### config.mk
export PLATFORM = sky130hd
export DESIGN_NAME = pulse_share_ctrl
export DESIGN_NICKNAME = d
export VERILOG_FILES = /design/src/rtl/pulse_pkg.sv /design/src/rtl/pulse_share_ctrl_rr_arb4.sv /design/src/rtl/pulse_share_ctrl.sv
export SDC_FILE = /design/constraint.sdc
export NUM_CORES = 1
export LEC_CHECK = 0
export ABC_AREA = 0
export CAP_MARGIN = 20
export CORE_MARGIN = 2
export CORE_UTILIZATION = 58
export CTS_BUF_LIST = sky130_fd_sc_hd__clkbuf_2
export DETAILED_ROUTE_END_ITERATION = 8
export DONT_BUFFER_PORTS = 1
export PLACE_DENSITY = 0.87
export SKIP_CTS_REPAIR_TIMING = 1
export SKIP_LAST_GASP = 1
export SLEW_MARGIN = 20
export SYNTH_ARGS = -nofsm -noshare
export SYNTH_HDL_FRONTEND = slang
export SYNTH_HIERARCHICAL = 1
export SYNTH_SLANG_ARGS = --single-unit
### constraint.sdc
create_clock -name clk -period 1.7 [get_ports clk]
set_input_delay 0.085 -clock clk [delete_from_list [all_inputs] [get_ports clk]]
set_output_delay 0.085 -clock clk [all_outputs]
set_load 0.05 [all_outputs]
### src/rtl/pulse_pkg.sv
// Shared types and constants for the pulse classifier sharing controller.
package pulse_pkg;

    typedef enum logic [1:0] {
        ST_IDLE    = 2'd0,
        ST_ARMED   = 2'd1,
        ST_MEASURE = 2'd2,
        ST_OUT     = 2'd3
    } state_t;

    localparam logic [1:0] CODE_NONE  = 2'b00;
    localparam logic [1:0] CODE_LONG  = 2'b01;
    localparam logic [1:0] CODE_MED   = 2'b10;
    localparam logic [1:0] CODE_SHORT = 2'b11;

    localparam int NUM_CH = 4;
    localparam int CH_W   = 2;

    function automatic logic [NUM_CH-1:0] ch_onehot(input logic [CH_W-1:0] ch);
        ch_onehot     = '0;
        ch_onehot[ch] = 1'b1;
    endfunction

endpackage

### src/rtl/pulse_share_ctrl_rr_arb4.sv
// Combinational 4-way round-robin picker: first requester after `last`, wrapping.
module rr_arb4
    import pulse_pkg::*;
(
    input  logic [NUM_CH-1:0] req,
    input  logic [CH_W-1:0]   last,
    output logic [CH_W-1:0]   gch,
    output logic              any
);

    logic [CH_W-1:0] idx;

    always_comb begin
        gch = '0;
        any = 1'b0;
        idx = '0;
        // Search last+1 .. last+4 so the most recently served channel is checked last.
        for (int i = 1; i <= NUM_CH; i++) begin
            idx = last + CH_W'(i);
            if (!any && req[idx]) begin
                gch = idx;
                any = 1'b1;
            end
        end
    end

endmodule

### src/rtl/pulse_share_ctrl.sv
// Shares one pulse-length classifier among four serial requesters with round-robin
// arbitration, forced termination of over-long pulses and a valid/ready result port.
module pulse_share_ctrl
    import pulse_pkg::*;
#(
    parameter int MAX_LEN = 15
) (
    input  logic              clk,
    input  logic              rst,
    input  logic [NUM_CH-1:0] req,
    input  logic [NUM_CH-1:0] din,
    output logic [NUM_CH-1:0] grant,
    output logic              cls_b,
    output logic              cls_rst,
    input  logic [1:0]        cls_y,
    output logic              res_valid,
    input  logic              res_ready,
    output logic [1:0]        res_code,
    output logic [CH_W-1:0]   res_ch
);

    localparam int LEN_W = $clog2(MAX_LEN + 1);
    localparam logic [LEN_W-1:0] LEN_MAX = LEN_W'(MAX_LEN);

    state_t            state_q, state_d;
    logic [NUM_CH-1:0] grant_q, grant_d;
    logic [CH_W-1:0]   gch_q, gch_d;
    logic [CH_W-1:0]   last_q, last_d;
    logic [LEN_W-1:0]  len_q, len_d;
    logic              res_valid_q, res_valid_d;
    logic [1:0]        res_code_q, res_code_d;
    logic [CH_W-1:0]   res_ch_q, res_ch_d;

    logic [CH_W-1:0]   arb_gch;
    logic              arb_any;

    rr_arb4 u_arb (
        .req  (req),
        .last (last_q),
        .gch  (arb_gch),
        .any  (arb_any)
    );

    always_comb begin
        state_d     = state_q;
        grant_d     = grant_q;
        gch_d       = gch_q;
        last_d      = last_q;
        len_d       = len_q;
        res_valid_d = res_valid_q;
        res_code_d  = res_code_q;
        res_ch_d    = res_ch_q;
        case (state_q)
            ST_IDLE: begin
                if (arb_any) begin
                    gch_d   = arb_gch;
                    grant_d = ch_onehot(arb_gch);
                    state_d = ST_ARMED;
                end
            end
            ST_ARMED: begin
                if (!req[gch_q]) begin
                    grant_d = '0;
                    state_d = ST_IDLE;
                end else if (din[gch_q]) begin
                    len_d   = LEN_W'(1);
                    state_d = ST_MEASURE;
                end
            end
            ST_MEASURE: begin
                // A started pulse always runs to completion; req is not consulted here.
                if (cls_y != CODE_NONE) begin
                    res_code_d  = cls_y;
                    res_ch_d    = gch_q;
                    res_valid_d = 1'b1;
                    state_d     = ST_OUT;
                end else if (len_q != LEN_MAX) begin
                    len_d = len_q + LEN_W'(1);
                end
            end
            ST_OUT: begin
                if (res_ready) begin
                    res_valid_d = 1'b0;
                    last_d      = gch_q;
                    grant_d     = '0;
                    state_d     = ST_IDLE;
                end
            end
            default: begin
                state_d = ST_IDLE;
            end
        endcase
    end

    always_ff @(posedge clk or posedge rst) begin
        if (rst) begin
            state_q     <= ST_IDLE;
            grant_q     <= '0;
            gch_q       <= '0;
            last_q      <= CH_W'(NUM_CH - 1);
            len_q       <= '0;
            res_valid_q <= 1'b0;
            res_code_q  <= CODE_NONE;
            res_ch_q    <= '0;
        end else begin
            state_q     <= state_d;
            grant_q     <= grant_d;
            gch_q       <= gch_d;
            last_q      <= last_d;
            len_q       <= len_d;
            res_valid_q <= res_valid_d;
            res_code_q  <= res_code_d;
            res_ch_q    <= res_ch_d;
        end
    end

    // Forcing b low at MAX_LEN makes the classifier report its end-of-pulse code.
    always_comb begin
        cls_b = 1'b0;
        if (state_q == ST_ARMED) begin
            cls_b = din[gch_q];
        end else if (state_q == ST_MEASURE) begin
            cls_b = (len_q == LEN_MAX) ? 1'b0 : din[gch_q];
        end
    end

    assign cls_rst   = rst || (state_q == ST_IDLE) || (state_q == ST_OUT);
    assign grant     = grant_q;
    assign res_valid = res_valid_q;
    assign res_code  = res_code_q;
    assign res_ch    = res_ch_q;

endmodule
==> Word-level counts from Yosys, hierarchy flattened <==
Cells that the tools add are included.
{ "totals": {"mem_count": 0, "input_bits": 13, "ramBits": 0, "mem_bits_ro": 0, "wordCells": 97, "latchBits": 0, "register_bits": 19} }
{ "classes": {"bitwise": 0, "n_lt_le_gt_ge": 7, "addsub": 4, "n_div": 0, "eq_ne": 14, "shifts": 0, "multipliers": 0, "muxes": 43, "reduce_logical": 21} }
{ "op_table": {"columns": ["operator", "count"], "rows": [
  ["2-to-1 mux 4 bit", 7],
  ["less-than comparator 2 x 3 -> 1 bit, second input constant", 6],
  ["2-to-1 mux 2 bit", 9],
  ["2-to-1 mux 1 bit", 16],
  ["inequality test 2 bit, second input constant", 8],
  ["binary-select mux 1 bit (select 2 bit)", 6],
  ["one-hot mux 4 bit (3 select lines)", 1],
  ["one-hot mux 2 bit (4 select lines)", 1],
  ["one-hot mux 4 bit (2 select lines)", 1],
  ["AND reduction 4 bit", 2],
  ["AND reduction 2 bit", 3],
  ["nonzero test 2 bit", 3],
  ["AND reduction 5 bit", 1],
  ["adder 2 bit, second input constant", 2],
  ["adder 4 x 1 -> 4 bit, second input constant", 1],
  ["== test 2 bit, second input constant", 2],
  ["== test 4 bit, second input constant", 1],
  ["logical AND 1 bit", 4],
  ["inequality test 4 bit, second input constant", 1],
  ["logical NOT 1 bit", 3],
  ["inequality test 3 bit, second input constant", 1],
  ["AND reduction 3 bit", 1],
  ["nonzero test 3 bit", 1],
  ["adder 2 x 1 -> 2 bit, second input constant", 1],
  ["6 further kinds", 7]
]} }

==> Logic depth before layout (Yosys ltp) <==
Gate-level depths: netlist of the first run.
{ "logic_depth": {"depth_word": 19, "ltp_mapped": 6, "mapped_depth_nobuf": 6} }

==> Cells and area by module <==
Netlist of the first run, hierarchy kept.
{ "by_module_without_submodules": {"columns": ["module", "cells_each", "seq_area_each_um2", "area_per_inst_um2", "instances"], "rows": [
  ["pulse_share_ctrl", 100, 478.0, 1023.5, 1],
  ["rr_arb4", 14, 0.0, 91.3, 1]
]} }

==> Worst setup path before layout of the first run <==
No wires, ideal clock.
{ "synth_timing": {"kind": "register to output", "startpoint": "register with a tool-made name", "endpoint": "output cls_rst", "path_stages_with_launch": 5, "n_path_buf": 2, "slack_ps": -268, "t_arrival_ps": 1883, "required_time_ps": 1615, "cell_sequence": "dfrtp_1 -> buf_2 -> nor2b_1 -> buf_2 -> o21ai_0"} }
{ "synth_rtl": {"columns": ["item", "line", "rtl"], "rows": [
  ["to (decl)", "pulse_share_ctrl.sv:14", "output logic cls_rst,"]
]} }

==> Worst setup path after layout of the first run <==
{ "layout_timing": {"startpoint": "register gch_q[0]", "endpoint": "output cls_b"} }
{ "layout_via": {"elab_chain_len": 5} }
{ "layout_lines": {"columns": ["item", "line", "rtl"], "rows": [
  ["from (decl)", "pulse_share_ctrl.sv:27", "logic [CH_W-1:0] gch_q, gch_d;"],
  ["from (signal assigned)", "pulse_share_ctrl.sv:108", "gch_q <= gch_d;"],
  ["binary-select mux 1 bit (select 2 bit) *", "pulse_share_ctrl.sv:121, pulse_share_ctrl.sv:123", null],
  ["2-to-1 mux 1 bit (implied by the code) *", "pulse_share_ctrl.sv:121, pulse_share_ctrl.sv:123", null],
  ["2-to-1 mux 1 bit", "pulse_share_ctrl.sv:123", "cls_b = (len_q == LEN_MAX) ? 1'b0 : din[gch_q];"],
  ["2-to-1 mux 1 bit", "pulse_share_ctrl.sv:122", "end else if (state_q == ST_MEASURE) begin"],
  ["2-to-1 mux 1 bit *", "pulse_share_ctrl.sv:120", "if (state_q == ST_ARMED) begin"],
  ["to (decl)", "pulse_share_ctrl.sv:13", "output logic cls_b,"]
]} }
Mark *: on every way between the ends. The rest lies on a longest branch, timed or not. The select of a mux whose other input is x is not followed.

==> flow_metrics.env, run 1 <==
export IMPL_vdd_drop_max_uv=1400
export IMPL_reg2reg_from="gch_q[0]"
export IMPL_crit_path_max_fanout=8
export IMPL_grt_pass1_vias=814
export IMPL_drc=0
export IMPL_synth_area_leaders="dfrtp_1 38%, mux2_2 7.1%, nand2_1 6.4%, mux2i_1 5.4%, dfstp_2 4.7%"
export IMPL_tritoncts="done"
export IMPL_failed_checks="setup timing"
export IMPL_vias_per_cell=5.95
export IMPL_synthesis_nets=128
export IMPL_hp_class="in -> reg"
export IMPL_fin_ws_ns=-0.0179
export IMPL_insertion_delay_ns=0.33
export IMPL_n_fill_cell=127
export IMPL_yosysMostFrequentCell="nand2_1"
export IMPL_maxSlewHeadroom_pct=67.5
export IMPL_overflow=0
export IMPL_initial_core_util_pct=63.2
export IMPL_outcome="complete, but fails checks"
export IMPL_crit_chain="buf_6 > mux2i_1 > mux2_4 > nor2_4 > buf_12"
export IMPL_die_y_um=47.8
export IMPL_path_class="reg -> out"
export IMPL_synthTopCellsByCount="19 x nand2_1, 17 x dfrtp_1, 9 x nor2_1, 7 x mux2_2"
export IMPL_reg2reg_to="grant[1]"
export IMPL_drt_pre_antenna_iters=4
export IMPL_area_growth_pct=18.0
export IMPL_skew_ns=0.0134
export IMPL_core_mm2=0.00176
export IMPL_synth_top_area_cell="dfrtp_1"
export IMPL_netlist_area_mm2=0.00111
export IMPL_cts_root_buf="clkbuf_2"
export IMPL_max_cap_violations=0
export IMPL_hold_start="cls_y[1]"
export IMPL_synth_flop_cell="dfrtp_1"
export IMPL_syn_area_per_cell_um2=9.78
export IMPL_gp_congestion=0.819
export IMPL_reg2reg_depth=4
export IMPL_p_leak_nw=0.586
export IMPL_cp_end_kind="primary output"
export IMPL_slew_viol_final=0
export IMPL_whs_ns=0.00385
export IMPL_rsz0062_at_grt="yes"
export IMPL_n_antenna_cell=0
export IMPL_final_setup_viol_count=1
export IMPL_clock_path_buffers=2
export IMPL_holdPathEnd="state_q[0]"
export IMPL_grt_pass1_wl_um=3580
export IMPL_wire_per_inst_um=15.5
export IMPL_whs_path_depth=3
export IMPL_synth_top_cell_area_share_pct=38.2
export IMPL_placed_area_mm2=0.00120
export IMPL_drtAntennaViolNets=0
export IMPL_dp_cells=143
export IMPL_crit_arrival_ns=1.63
export IMPL_antenna_found_initial=0
export IMPL_htreeDepth=1
export IMPL_async_flop_share_pct=100
export IMPL_rrSetupSlack_ns=0.03
export IMPL_required_ns=1.62
export IMPL_wirelength_um=2410
export IMPL_drive_above_1_share_pct=30.0
export IMPL_drt_iter0_drc=32
export IMPL_crit_path_max_incr_delay_ns=0.44
export IMPL_synth_edf_count=0
export IMPL_stdcell_area_mm2=0.00132
export IMPL_fin_crit_ns=1.72
export IMPL_seq_area_frac_synth_pct=42.9
export IMPL_worst_pin_slew_ns=0.488
export IMPL_finalHoldViolCount=0
export IMPL_grt_usage_pct=23.0
export IMPL_start_kind="flop"
export IMPL_vias=922
export IMPL_rows=15
export IMPL_clk_pin_slew_ns=0.16
export IMPL_cp_slowest_cell="dfrtp_1"
export IMPL_synth_warnings=6
export IMPL_timing_final_crit_share_pct=101
export IMPL_die_area_mm2=0.00229
export IMPL_dp_slack_ns=0.0425
export IMPL_final_nets=145
export IMPL_power_density_mw_per_mm2=2090
export IMPL_syn_inst=114
export IMPL_grt_start_max_net_pins=20
export IMPL_cts_buffers=3
export IMPL_io_pins=24
export IMPL_fmax_mhz=582
export IMPL_fin_cells=155
export IMPL_synth_seq_cells=19
export IMPL_die_x_um=47.8
export IMPL_clock_sinks=19
export IMPL_dp_hpwl_um=1740
export IMPL_io_buffers=0
export IMPL_synth_cell_types=39
[layout make-up]
class	instances	area, um2	area share (%)
inverters	4	15.0	1.14
multi-input cells	86	616	46.8
clock inverters	1	5.00	0.381
clock buffers	3	15.0	1.14
well taps	25	31.3	2.38
repair buffers	17	154	11.7
flip-flops and latches	19	479	36.4
[through the flow]
stage                     TNS [ns]  power [W]  util [%]
after floorplan                  0    0.00208         -
after global placement           0    0.00234      68.0
after detailed placement         0    0.00240      68.0
after CTS                  -0.0657    0.00259      69.1
after global routing        -0.236    0.00292      74.5
final                      -0.0179    0.00275      74.5
[logic make-up (layout without fill, tap and decap cells)]
logic type | Yosys count | after routing | synth area share, %
AO/OA/AOI/OAI | 20 | 20 | 14.8
AND/OR/NAND/NOR | 51 | 51 | 22.8
flip-flops | 19 | 19 | 42.9
adder cells (fa/ha/maj) | 1 | 1 | 1.12
multiplexers | 14 | 14 | 14.5
buffers and inverters | 9 | 25 | 3.93
[critical path, delay by kind of cell, from the launching register on]
| family | cells | cell delay (ns) |
|---|---|---|
| mux | 2 | 0.46 |
| simple gates | 1 | 0.12 |
| buf+inv | 2 | 0.29 |
| flops | 1 | 0.44 |
[how the worst max path moves through the flow]
stage                         from        to  slack [ns]  cells after the start
after detailed placement  gch_q[1]  len_q[2]        0.04                      4
final                     gch_q[0]     cls_b       -0.02                      5
after floorplan               flop  len_q[2]        0.04                      5
after CTS                 gch_q[0]     cls_b       -0.07                      5
after global routing          flop     cls_b       -0.09                      5
after global placement    gch_q[1]  len_q[2]         0.1                      4
[registers in the layout, indices dropped and copies added (netlist names), named ones only]
register   cells
res_ch         2
res_code       2
state_q        1
len_q          4
grant          4
res_valid      1
last_q         2
gch_q          2
[layer usage]
metal | share of wire, % | GRT usage (%) | vias to the layer above
met1 | 43 | 30.0 | 433
met5 | 0 | 0 | -
met4 | 3.1 | 12.4 | 0
li1 | - | - | 442
met3 | 7.9 | 4.91 | 7
met2 | 46 | 35.7 | 40
[cell usage in the layout (no fill, tap or decap), drive strengths merged, types with 2 or more instances in the layout]
cell	count
mux2	7
o21ai	6
nand3	6
dlygate4sd3	4
nand2	19
o31ai	2
a21oi	3
dfstp	2
and2b	2
nor3b	2
buf	13
mux2i	6
nor2b	3
nor2	9
nand3b	2
nand2b	3
dfrtp	17
clkbuf	3
inv	4
[report_power, final]
part / total, W / internal (W) / leakage [nW] / switching, W
Sequential: 0.00122 / 0.000673 / 0.230 / 0.000550
Combinational: 0.00133 / 0.000662 / 0.340 / 0.000665
Clock: 0.000198 / 0.0000532 / 0.0164 / 0.000145
No activity file was read; power rests on OpenSTA's default activity.
==> inputs of run 2 (changes only) <==
Settings changed: GPL_TIMING_DRIVEN from default to 1, REMOVE_ABC_BUFFERS from default to 1.
==> run 2 against run 1 <==
  * Sequential share of layout area fell by 0.061 points
  * The run ends with hold timing, setup timing left
  * Non-clock buffer count rose by 2
  * Design area barely moved
  * Register-to-register slack got worse by 0.02 ns
  * Via count fell by 0.76%
  * Worst setup slack got worse by 0.020 ns
  * Routed wire length rose by 4.9%
==> flow_metrics.env, run 2 (synthesized netlist as in run 1, its figures left out) <==
export IMPL_path_buf_inv=2
export IMPL_tritoncts="done"
export IMPL_overflow=0
export IMPL_reg2reg_from="gch_q[0]"
export IMPL_reg2reg_depth=5
export IMPL_final_nets=147
export IMPL_wire_per_inst_um=16.1
export IMPL_final_common_cell="nand2_1"
export IMPL_clock_path_buffers=2
export IMPL_rrSetupSlack_ns=0.01
export IMPL_reg2reg_to="grant[2]"
export IMPL_finalHoldViolCount=1
export IMPL_max_cap_violations=0
export IMPL_initial_core_util_pct=63.2
export IMPL_slew_viol_final=0
export IMPL_failed_checks="hold timing, setup timing"
export IMPL_start_kind="flop"
export IMPL_hp_class="in -> reg"
export IMPL_n_fill_cell=127
export IMPL_area_growth_pct=17.8
export IMPL_fin_crit_ns=1.74
export IMPL_core_mm2=0.00176
export IMPL_die_x_um=47.8
export IMPL_cp_end_kind="primary output"
export IMPL_vias=915
export IMPL_fmax_mhz=575
export IMPL_drtAntennaViolNets=0
export IMPL_final_setup_viol_count=1
export IMPL_crit_family="flip-flops"
export IMPL_drt_pre_antenna_iters=4
export IMPL_rows=15
export IMPL_path_class="reg -> out"
export IMPL_n_antenna_cell=0
export IMPL_power_density_mw_per_mm2=2100
export IMPL_die_y_um=47.8
export IMPL_cts_buffers=3
export IMPL_die_area_mm2=0.00229
export IMPL_crit_path_frequent_cell="buf_6"
export IMPL_htreeDepth=1
export IMPL_grt_pass1_wl_um=3490
export IMPL_crit_path_max_incr_delay_ns=0.45
export IMPL_outcome="complete, but fails checks"
export IMPL_grt_pass1_vias=831
export IMPL_finalPower_w=0.00276
export IMPL_cp_slowest_cell="dfrtp_1"
export IMPL_required_ns=1.62
export IMPL_vdd_drop_max_uv=1390
export IMPL_drt_iter0_drc=15
export IMPL_clk_pin_slew_ns=0.19
export IMPL_whs_path_depth=3
export IMPL_grt_usage_pct=22.5
export IMPL_skew_ns=0.00870
export IMPL_drive_above_1_share_pct=29.5
export IMPL_worst_pin_slew_ns=0.483
export IMPL_crit_path_max_fanout=8
export IMPL_fin_util_pct=74.5
export IMPL_startpoint="gch_q[0]"
export IMPL_clock_sinks=19
export IMPL_dp_hpwl_um=1670
export IMPL_insertion_delay_ns=0.33
export IMPL_gp_congestion=0.817
export IMPL_drc=0
export IMPL_grt_start_max_net_pins=21
export IMPL_path_depth=5
export IMPL_io_buffers=0
export IMPL_regArea_um2=478
export IMPL_timing_final_crit_share_pct=102
export IMPL_crit_arrival_ns=1.65
export IMPL_rsz0062_at_grt="yes"
export IMPL_p_leak_nw=0.595
export IMPL_wirelength_um=2520
export IMPL_vias_per_cell=5.83
export IMPL_crit_chain="buf_6 > mux2i_1 > mux2_4 > nor2_4 > buf_6"
export IMPL_setup_worst_path_end="cls_b"
export IMPL_io_pins=24
export IMPL_cts_root_buf="clkbuf_2"
export IMPL_maxSlewHeadroom_pct=67.8
export IMPL_multi_input_area_um2=609
export IMPL_whs_ns=-0.0222
export IMPL_most_common_layout_cells="19 x nand2_1, 17 x dfrtp_1, 13 x buf_4, 8 x nor2_1"
export IMPL_fin_ws_ns=-0.0381
export IMPL_antenna_found_initial=0
[run 2: how the worst min path moves through the flow]
| stage | from | to |
|---|---|---|
| after floorplan | rst | asynchronous set/reset pin |
| after global placement | rst | len_q[3] |
| after detailed placement | rst | len_q[3] |
| after CTS | rst | len_q[3] |
| after global routing | cls_y[1] | state_q[0] |
| final | cls_y[1] | state_q[0] |
[run 2: power breakdown]
part           switching [W]  total, W  internal [W]  leakage, nW
Sequential          0.000497   0.00117      0.000671        0.231
Combinational       0.000717   0.00139      0.000673        0.348
Clock               0.000150  0.000203     0.0000532       0.0164
[run 2: stage by stage]
step | area (um2) | setup WS [ns] | instances | hold WS, ns | TNS, ns
floorplan | 1090 | -0.229 | 109 | 0.0406 | -0.461
global placement | 1200 | 0.0930 | 145 | 0.00401 | 0
detailed placement | 1200 | 0.0638 | 145 | 0.0114 | 0
CTS | 1220 | -0.0788 | 149 | -0.368 | -0.0788
global route | 1310 | -0.0803 | 157 | -0.00412 | -0.214
finish | 1310 | -0.0381 | 157 | -0.0222 | -0.0381
[run 2: cell type report]
cell class | count | share of cell area (%)
multi-input combinational | 86 | 46.4
sequential | 19 | 36.4
timing repair buffer | 19 | 12.2
tap | 25 | 2.38
clock buffer | 3 | 1.14
inverter | 4 | 1.14
clock inverter | 1 | 0.381
[run 2: tightest hold or removal path: stages]
cell     delay (ns)
nor3_1         0.03
nor2_1         0.08
a311o_2        0.11
[run 2: layer usage]
layer / up-vias / track usage [%] / share of wire (%)
li1: 438 / - / -
met1: 445 / 32.4 / 45
met2: 27 / 33.6 / 48
met3: 5 / 3.77 / 4.9
met4: 0 / 9.73 / 1.8
met5: - / 0 / 0
==> inputs of run 3 (changes only) <==
Settings changed: SETUP_SLACK_MARGIN from default to 0.05.
==> run 3 against run 2 <==
  * The run still ends with hold timing, setup timing left
  * Worst hold slack worse by 0.0085 ns
  * Utilization grew 2.6 points
  * Non-clock buffer count increased by 2
  * Final cell count grew 1.3%
  * Design area increased by 3.5%
  * Largest cell class unchanged
  * Largest power group unchanged
==> flow_metrics.env, run 3 (synthesized netlist as in run 1, its figures left out) <==
export IMPL_cts_root_buf="clkbuf_2"
export IMPL_die_y_um=47.8
export IMPL_die_area_mm2=0.00229
export IMPL_grt_start_max_net_pins=21
export IMPL_placed_area_mm2=0.00120
export IMPL_failed_checks="hold timing, setup timing"
export IMPL_dp_hpwl_um=1670
export IMPL_cp_end_kind="primary output"
export IMPL_outcome="complete, but fails checks"
export IMPL_clkPwrFrac_pct=7.0
export IMPL_clock_sinks=19
export IMPL_wirelength_um=2620
export IMPL_final_common_cell="nand2_1"
export IMPL_finalHoldViolCount=1
export IMPL_skew_ns=0.0104
export IMPL_power_density_mw_per_mm2=2130
export IMPL_worst_pin_slew_ns=0.487
export IMPL_grt_usage_pct=22.5
export IMPL_insertion_delay_ns=0.34
export IMPL_final_nets=149
export IMPL_drt_iter0_drc=25
export IMPL_crit_path_max_fanout=7
export IMPL_gp_congestion=0.817
export IMPL_fin_ws_ns=-0.00687
export IMPL_fmax_mhz=586
export IMPL_rows=15
export IMPL_cp_slowest_cell="dfrtp_1"
export IMPL_initial_core_util_pct=63.2
export IMPL_p_leak_nw=0.614
export IMPL_wire_per_inst_um=16.5
export IMPL_timing_final_crit_share_pct=100
export IMPL_p_switching_w=0.00142
export IMPL_required_ns=1.62
export IMPL_drc=0
export IMPL_fin_util_pct=77.1
export IMPL_vdd_drop_max_uv=1440
export IMPL_drt_pre_antenna_iters=4
export IMPL_io_buffers=0
export IMPL_start_kind="flop"
export IMPL_core_mm2=0.00176
export IMPL_clk_pin_slew_ns=0.19
export IMPL_max_cap_violations=0
export IMPL_clock_path_buffers=2
export IMPL_vias=957
export IMPL_maxSlewHeadroom_pct=67.5
export IMPL_tritoncts="done"
export IMPL_io_pins=24
export IMPL_most_common_layout_cells="19 x nand2_1, 17 x dfrtp_1, 14 x buf_4, 7 x nor2_1"
export IMPL_vias_per_cell=6.02
export IMPL_pwr_share_seq_pct=40.4
export IMPL_rsz0062_at_grt="yes"
export IMPL_crit_chain="buf_6 > mux2i_1 > mux2_4 > nor2_4 > buf_8"
export IMPL_area_growth_pct=22.0
export IMPL_overflow=0
export IMPL_fin_crit_ns=1.71
export IMPL_antenna_found_initial=0
export IMPL_final_setup_viol_count=2
export IMPL_pwr_share_comb_pct=52.6
export IMPL_grt_pass1_vias=831
export IMPL_crit_arrival_ns=1.62
export IMPL_path_buf_inv=2
export IMPL_n_antenna_cell=0
export IMPL_slew_viol_final=0
export IMPL_crit_path_max_incr_delay_ns=0.45
export IMPL_drtAntennaViolNets=0
export IMPL_crit_family="flip-flops"
export IMPL_whs_ns=-0.0307
export IMPL_cts_buffers=3
export IMPL_stdcell_area_mm2=0.00136
export IMPL_swShare_pct=49.1
export IMPL_intPower_w=0.00148
export IMPL_path_class="reg -> out"
export IMPL_htreeDepth=1
export IMPL_die_x_um=47.8
export IMPL_hp_class="in -> reg"
export IMPL_grt_pass1_wl_um=3490
export IMPL_drive_above_1_share_pct=33.6
[run 3: final cells by class]
| type | count | area (um2) |
|---|---|---|
| tap | 25 | 31.3 |
| multi-input combinational | 86 | 633 |
| sequential | 19 | 478 |
| inverter | 4 | 15.0 |
| fill | 124 | 404 |
| clock buffer | 3 | 15.0 |
| timing repair buffer | 21 | 183 |
| clock inverter | 1 | 5.00 |
[run 3: per-layer routing]
metal | wire [um] | global-route usage, % | up-vias
met5 | 0 | 0 | -
met4 | 44 | 9.73 | 0
met1 | 1130 | 32.4 | 462
met3 | 201 | 3.77 | 5
li1 | - | - | 445
met2 | 1240 | 33.6 | 45
[run 3: final timing paths]
| path | startpoint | to | slack [ns] | cells past startpoint |
|---|---|---|---|---|
| worst min-delay path | cls_y[1] | state_q[0] | -0.03 | 3 |
| min in group asynchronous | rst | len_q[3] | 0.17 | 3 |
| max in group asynchronous | rst | last_q[1] | 1.25 | 3 |
| worst max-delay path | gch_q[0] | cls_b | -0.007 | 5 |
| worst max register to register | gch_q[0] | grant[1] | -0.007 | 5 |
| worst min register to register | len_q[3] | len_q[3] | 0.57 | 1 |
[run 3: worst reg2reg max path: cells and delay by family, from the launching register on]
kind	cells	cell delay (ns)
compound gates	2	0.36
simple gates	1	0.09
mux	1	0.58
buf+inv	1	0.17
flops	1	0.44
[run 3: power groups by stage]
stage	Clock [W]	Combinational (W)	Sequential, W
6_report	0.000205	0.00153	0.00117
2_1_floorplan	0	0.000779	0.00124
4_1_cts	0.000203	0.00122	0.00116
3_5_place_dp	0	0.00122	0.00117
5_1_grt	0.000220	0.00164	0.00120
3_3_place_gp	0	0.00118	0.00117
[run 3: through the flow]
step                power (W)  worst slack (ns)  TNS, ns  cells  hold slack [ns]
detailed placement    0.00239            0.0638        0    145           0.0114
global placement      0.00235            0.0930        0    145          0.00401
global route          0.00306           -0.0446   -0.141    159          -0.0143
finish                0.00290          -0.00687  -0.0119    159          -0.0307
floorplan             0.00202            -0.229   -0.461    109           0.0406
CTS                   0.00258           -0.0788  -0.0788    149           -0.368
